--- src/rtl/aes_pkg.sv ---
// Shared AES round-key store definitions: key geometry and the store's state enum.
package aes_pkg;

  localparam int unsigned AES_NR        = 10;
  localparam int unsigned AES_KEY_BYTES = 16;
  localparam int unsigned RKEY_DEPTH    = (AES_NR + 1) * AES_KEY_BYTES;

  typedef enum logic [1:0] {
    ST_CAPTURE = 2'd0,
    ST_FULL    = 2'd1,
    ST_PLAY    = 2'd2
  } rkey_state_e;

endpackage

--- src/rtl/aes_rkey_ram.sv ---
// Round-key storage: 8-bit wide, one write port, one registered read port.
// Contents are not reset; every location is rewritten before it is read.
module aes_rkey_ram
  import aes_pkg::*;
#(
  parameter int unsigned DEPTH = RKEY_DEPTH,
  parameter int unsigned AW    = $clog2(DEPTH)
) (
  input  logic          clk,
  input  logic          wr_en,
  input  logic [AW-1:0] wr_addr,
  input  logic [7:0]    wr_data,
  input  logic [AW-1:0] rd_addr,
  output logic [7:0]    rd_data
);

  logic [7:0] mem_q [DEPTH];
  logic [7:0] rd_data_q;

  // Write port
  always_ff @(posedge clk) begin
    if (wr_en) begin
      mem_q[wr_addr] <= wr_data;
    end
  end

  // Registered read port, read every cycle
  always_ff @(posedge clk) begin
    rd_data_q <= mem_q[rd_addr];
  end

  assign rd_data = rd_data_q;

endmodule

--- src/rtl/aes_rkey_store.sv ---
// AES round-key store: captures the key-expansion byte stream and plays it
// back round by round, descending for decryption. Defining RKEY_FWD_PLAY_EN
// adds a fwd input that selects ascending playback for encryption.
module aes_rkey_store
  import aes_pkg::*;
#(
  parameter int unsigned NUM_ROUNDS    = AES_NR,
  parameter int unsigned BYTES_PER_KEY = AES_KEY_BYTES
) (
  input  logic       clk,
  input  logic       rst,
  input  logic       load,
  input  logic       wr_valid,
  input  logic [7:0] wr_byte,
  output logic       wr_ready,
  output logic       keys_ready,
  input  logic       start_dec,
  output logic       rk_valid,
  output logic [7:0] rk_byte,
  input  logic       rk_ready,
`ifdef RKEY_FWD_PLAY_EN
  input  logic       fwd,
`endif
  output logic [3:0] rk_round,
  output logic       rk_last
);

  localparam int unsigned DEPTH = (NUM_ROUNDS + 1) * BYTES_PER_KEY;
  localparam int unsigned AW    = $clog2(DEPTH);
  localparam int unsigned BW    = (BYTES_PER_KEY > 1) ? $clog2(BYTES_PER_KEY) : 1;

  localparam logic [AW-1:0] LAST_ADDR  = AW'(DEPTH - 1);
  localparam logic [BW-1:0] LAST_BYTE  = BW'(BYTES_PER_KEY - 1);
  localparam logic [3:0]    LAST_ROUND = 4'(NUM_ROUNDS);

  rkey_state_e   state_q, state_d;
  logic [AW-1:0] wr_ptr_q, wr_ptr_d;
  logic [3:0]    round_q, round_d;
  logic [BW-1:0] byte_q, byte_d;
  logic          dir_q, dir_d;   // 1 = ascending rounds
  logic          start_fwd;
  logic          wr_en;
  logic [AW-1:0] rd_addr;
  logic [7:0]    rd_data;

`ifdef RKEY_FWD_PLAY_EN
  assign start_fwd = fwd;
`else
  assign start_fwd = 1'b0;
`endif

  // State, write pointer and play counters; rst overrides everything
  always_ff @(posedge clk) begin
    if (rst) begin
      state_q  <= ST_CAPTURE;
      wr_ptr_q <= '0;
      round_q  <= '0;
      byte_q   <= '0;
      dir_q    <= 1'b0;
    end else begin
      state_q  <= state_d;
      wr_ptr_q <= wr_ptr_d;
      round_q  <= round_d;
      byte_q   <= byte_d;
      dir_q    <= dir_d;
    end
  end

  // Next-state, write enable and read address; load beats all other inputs
  always_comb begin
    state_d  = state_q;
    wr_ptr_d = wr_ptr_q;
    round_d  = round_q;
    byte_d   = byte_q;
    dir_d    = dir_q;
    wr_en    = 1'b0;
    if (load) begin
      state_d  = ST_CAPTURE;
      wr_ptr_d = '0;
      round_d  = '0;
      byte_d   = '0;
    end else begin
      case (state_q)
        ST_CAPTURE: begin
          if (wr_valid) begin
            wr_en = 1'b1;
            if (wr_ptr_q == LAST_ADDR) begin
              state_d  = ST_FULL;
              wr_ptr_d = '0;
            end else begin
              wr_ptr_d = wr_ptr_q + AW'(1);
            end
          end
        end
        ST_FULL: begin
          if (start_dec) begin
            state_d = ST_PLAY;
            dir_d   = start_fwd;
            byte_d  = '0;
            round_d = start_fwd ? 4'd0 : LAST_ROUND;
          end
        end
        ST_PLAY: begin
          if (rk_ready) begin
            if (byte_q == LAST_BYTE) begin
              byte_d = '0;
              if (round_q == (dir_q ? LAST_ROUND : 4'd0)) begin
                state_d = ST_FULL;
              end else if (dir_q) begin
                round_d = round_q + 4'd1;
              end else begin
                round_d = round_q - 4'd1;
              end
            end else begin
              byte_d = byte_q + BW'(1);
            end
          end
        end
        default: state_d = ST_CAPTURE;
      endcase
    end
    // Address the RAM with the next play position so the registered read
    // lands on the byte presented in the following cycle; during a stall
    // the same address is re-read and the output holds.
    rd_addr = AW'(round_d) * AW'(BYTES_PER_KEY) + AW'(byte_d);
  end

  aes_rkey_ram #(
    .DEPTH (DEPTH),
    .AW    (AW)
  ) u_ram (
    .clk     (clk),
    .wr_en   (wr_en),
    .wr_addr (wr_ptr_q),
    .wr_data (wr_byte),
    .rd_addr (rd_addr),
    .rd_data (rd_data)
  );

  assign wr_ready   = (state_q == ST_CAPTURE);
  assign keys_ready = (state_q == ST_FULL) || (state_q == ST_PLAY);
  assign rk_valid   = (state_q == ST_PLAY);
  assign rk_byte    = rk_valid ? rd_data : 8'h00;
  assign rk_round   = round_q;
  assign rk_last    = rk_valid && (byte_q == LAST_BYTE);

endmodule

--- config.mk ---
export PLATFORM = sky130hd
export DESIGN_NAME = aes_rkey_store
export DESIGN_NICKNAME = d
export VERILOG_FILES = /design/src/rtl/aes_pkg.sv /design/src/rtl/aes_rkey_ram.sv /design/src/rtl/aes_rkey_store.sv
export SDC_FILE = /design/constraint.sdc
export NUM_CORES = 2
export LEC_CHECK = 0
export CAP_MARGIN = 5
export CORE_MARGIN = 5
export CORE_UTILIZATION = 34
export DETAILED_ROUTE_END_ITERATION = 16
export PLACE_DENSITY = 0.59
export SLEW_MARGIN = 20
export SYNTH_ARGS = -nofsm -noshare
export SYNTH_HDL_FRONTEND = slang
export SYNTH_SLANG_ARGS = --single-unit
--- constraint.sdc ---
create_clock -name clk -period 6.43 [get_ports clk]
set_input_delay 1.6075 -clock clk [delete_from_list [all_inputs] [get_ports clk]]
set_output_delay 1.6075 -clock clk [all_outputs]
set_load 0.01 [all_outputs]
==> results.sh <==
export IMPL_status="completed"
export IMPL_fmax_ghz=0.1953
export IMPL_first_global_vias=32520
export IMPL_wl_met2_um=74820
export IMPL_worstSetupStartpoint="rk_ready"
export IMPL_hold_violations=0
export IMPL_synth_area_leaders="edfxtp_1 75%, nand2_1 4.2%, mux4_2 3.7%, mux2i_1 3.6%, a21oi_1 1.9%"
export IMPL_max_cap_violations=0
export IMPL_first_pass_iters=5
export IMPL_synth_main_ff_cell="edfxtp_1"
export IMPL_synth_top_area_share=0.7463
export IMPL_cts_tree="built"
export IMPL_cts_root_buf="clkbuf_16"
export IMPL_io_buffers=29
export IMPL_dp_cells=5804
export IMPL_setup_slack_ps=1309
export IMPL_required_ps=7140
export IMPL_grt_max_degree=125
export IMPL_fin_crit_ps=5121
export IMPL_drt_wirelength_per_cell_um=25.80
export IMPL_critPathLaunchType="input pin"
export IMPL_cts_repair_resized=0
export IMPL_via_per_inst=5.434
export IMPL_stdcell_count=6073
export IMPL_cts_made_buffers=148
export IMPL_setup_viol=0
export IMPL_dp_hpwl_um=97770
export IMPL_pre_cts_slack_ps=616.3
export IMPL_worstHoldStart="state_q[0]"
export IMPL_hold_class="flop to flop"
export IMPL_power_density_nw_per_um2=289.4
export IMPL_mappedNetlistArea_um2=56660
export IMPL_antenna_found_initial=2
export IMPL_nets=3789
export IMPL_worstMarginPinSlew_ps=1090
export IMPL_final_core_util=0.3920
export IMPL_yosysMostFrequentCell="edfxtp_1"
export IMPL_vias=33000
export IMPL_highest_layer="met4"
export IMPL_num_rows=149
export IMPL_final_cell_area_um2=64820
export IMPL_syn_avg_cell_area_um2=15.52
export IMPL_synth_commonest_cells="1408 x edfxtp_1, 641 x nand2_1, 216 x a21oi_1, 210 x nor2_1, 202 x mux2i_1"
export IMPL_cts_reportedPaths_clkPinSlew_ps=60
export IMPL_crit_path_end_kind="flop"
export IMPL_yosysUniqueCellTypes=73
export IMPL_r2r_start="state_q[0]"
export IMPL_post_route_drc_count=0
export IMPL_critPathMaxFanout=9
export IMPL_grt_first_pass_wirelength_um=228700
export IMPL_worstSkewPairLatency_ps=770
export IMPL_ios=30
export IMPL_postSynthCellCount=3651
export IMPL_ys_ff_latch=1434
export IMPL_p_leak_nw=21.74
export IMPL_ys_warn_count=0
export IMPL_skew_ps=29.74
export IMPL_synthArstFlopShare=0
export IMPL_cts_hold_buf=0
export IMPL_cts_setup_buffers=0
export IMPL_arrival_ps=5830
export IMPL_synth_edf_count=1408
export IMPL_slew_headroom=0.2548
export IMPL_dieArea_um2=174900
export IMPL_syn_nets=3675
export IMPL_worstSetupPathType="input pin to flop"
export IMPL_core_region_area_um2=165400
export IMPL_ir_drop_uv=204.0
export IMPL_finalCritPeriodShare=0.7965
export IMPL_final_layout_size_suffix_gt1_frac=0.1275
export IMPL_grt_util_all_layers=0.1757
export IMPL_clockBufferDepth=3
export IMPL_wl_met3_um=11770
export IMPL_setup_tns_final_ps=0
export IMPL_yosysSeqAreaShare=0.7555
export IMPL_reg2reg_depth=12
export IMPL_area_delta_synth_final_pct=14.41
export IMPL_overflow=0
export IMPL_drv_slew=0
export IMPL_ant_nets=0
export IMPL_die_w_um=418.2
export IMPL_routed_wl_um=156700
export IMPL_hold_depth=2
export IMPL_start_util=0.3426
export IMPL_initialDrtViolationCount=3651
export IMPL_rsz0062_at_grt="false"
export IMPL_dieHeight_um=418.2
export IMPL_drt_met1_wl_um=64410
export IMPL_cts_htree_levels=4
export IMPL_gp_congestion=0.8700
export IMPL_place_area_um2=60170
export IMPL_cts_sinks=1434
export IMPL_yosysTopAreaCell="edfxtp_1"
## metrics by stage
stage	total power, W	hold slack [ps]
3_3_place_gp	0.01067	481.1
2_1_floorplan	0.01048	465.8
3_5_place_dp	0.01068	494.0
6_report	0.01876	506.4
4_1_cts	0.01889	502.8
5_1_grt	0.01928	536.7
## cell usage in the layout, fill, tap and decap left out, drive strengths merged, types with 9 or more instances in the layout
master	count
a2111oi	15
a211oi	13
a21oi	216
a22oi	24
a311oi	29
a31oi	12
a32oi	22
and2	17
and3	32
buf	168
clkbuf	187
clkdlybuf4s50	21
clkinv	55
clkinvlp	10
dfxtp	26
edfxtp	1408
ha	10
inv	18
mux2i	202
mux4	94
nand2	642
nand3	75
nand4	15
nor2	211
nor2b	17
nor3	34
nor4	45
o21ai	36
o22ai	92
o41ai	17
or3	10
or4	9
## per-layer routing
metal,vias up,GRT usage
met5,-,0
met4,0,0.06619
met3,265,0.03175
met2,1410,0.2854
met1,16960,0.2367
li1,14360,-
## area by class of cell
type | instances | area (um2)
antenna | 1 | 2.502
clock buffer | 187 | 3964
clock inverter | 81 | 684.4
fill | 14980 | 100500
inverter | 10 | 37.54
multi-input combinational | 1982 | 12870
sequential | 1434 | 42800
tap | 2189 | 2739
timing repair buffer | 189 | 1727
## sequential cells by signal (all words and copies together), names as in the netlist
name	count
state_q	2
wr_ptr_q	8
u_ram.mem_q	1408
u_ram.rd_data	8
byte_q	4
rk_round	4
## final timing paths
check | slack (ps) | endpoint
min reg2reg | 510 | state_q[0]
max reg2reg | 1740 | u_ram.rd_data[7]
min | 510 | state_q[0]
max | 1310 | u_ram.rd_data[5]
## cell families after synthesis
group | synth area share
flops | 0.7555
simple gates | 0.08469
compound gates | 0.06466
mux | 0.07305
buf+inv | 0.01899
fa+ha+maj | 0.002208
xor+xnor | 0.0009275
## report_power, final
group | switching (W) | internal, W
combinational | 0.000187 | 0.0000243
sequential | 0.00000283 | 0.0103
clock | 0.00358 | 0.00470
total | 0.00377 | 0.0150
## critical path: stages
cell	delay, ps
clkdlybuf4s50_1	620
nand4_2	260
nor4_1	520
a311o_1	830
nand2_1	510
nor2_1	510
o21ai_0	280
o2111a_1	260
nand4_1	220
o211a_1	180
No activity file was read; power rests on OpenSTA's default activity.
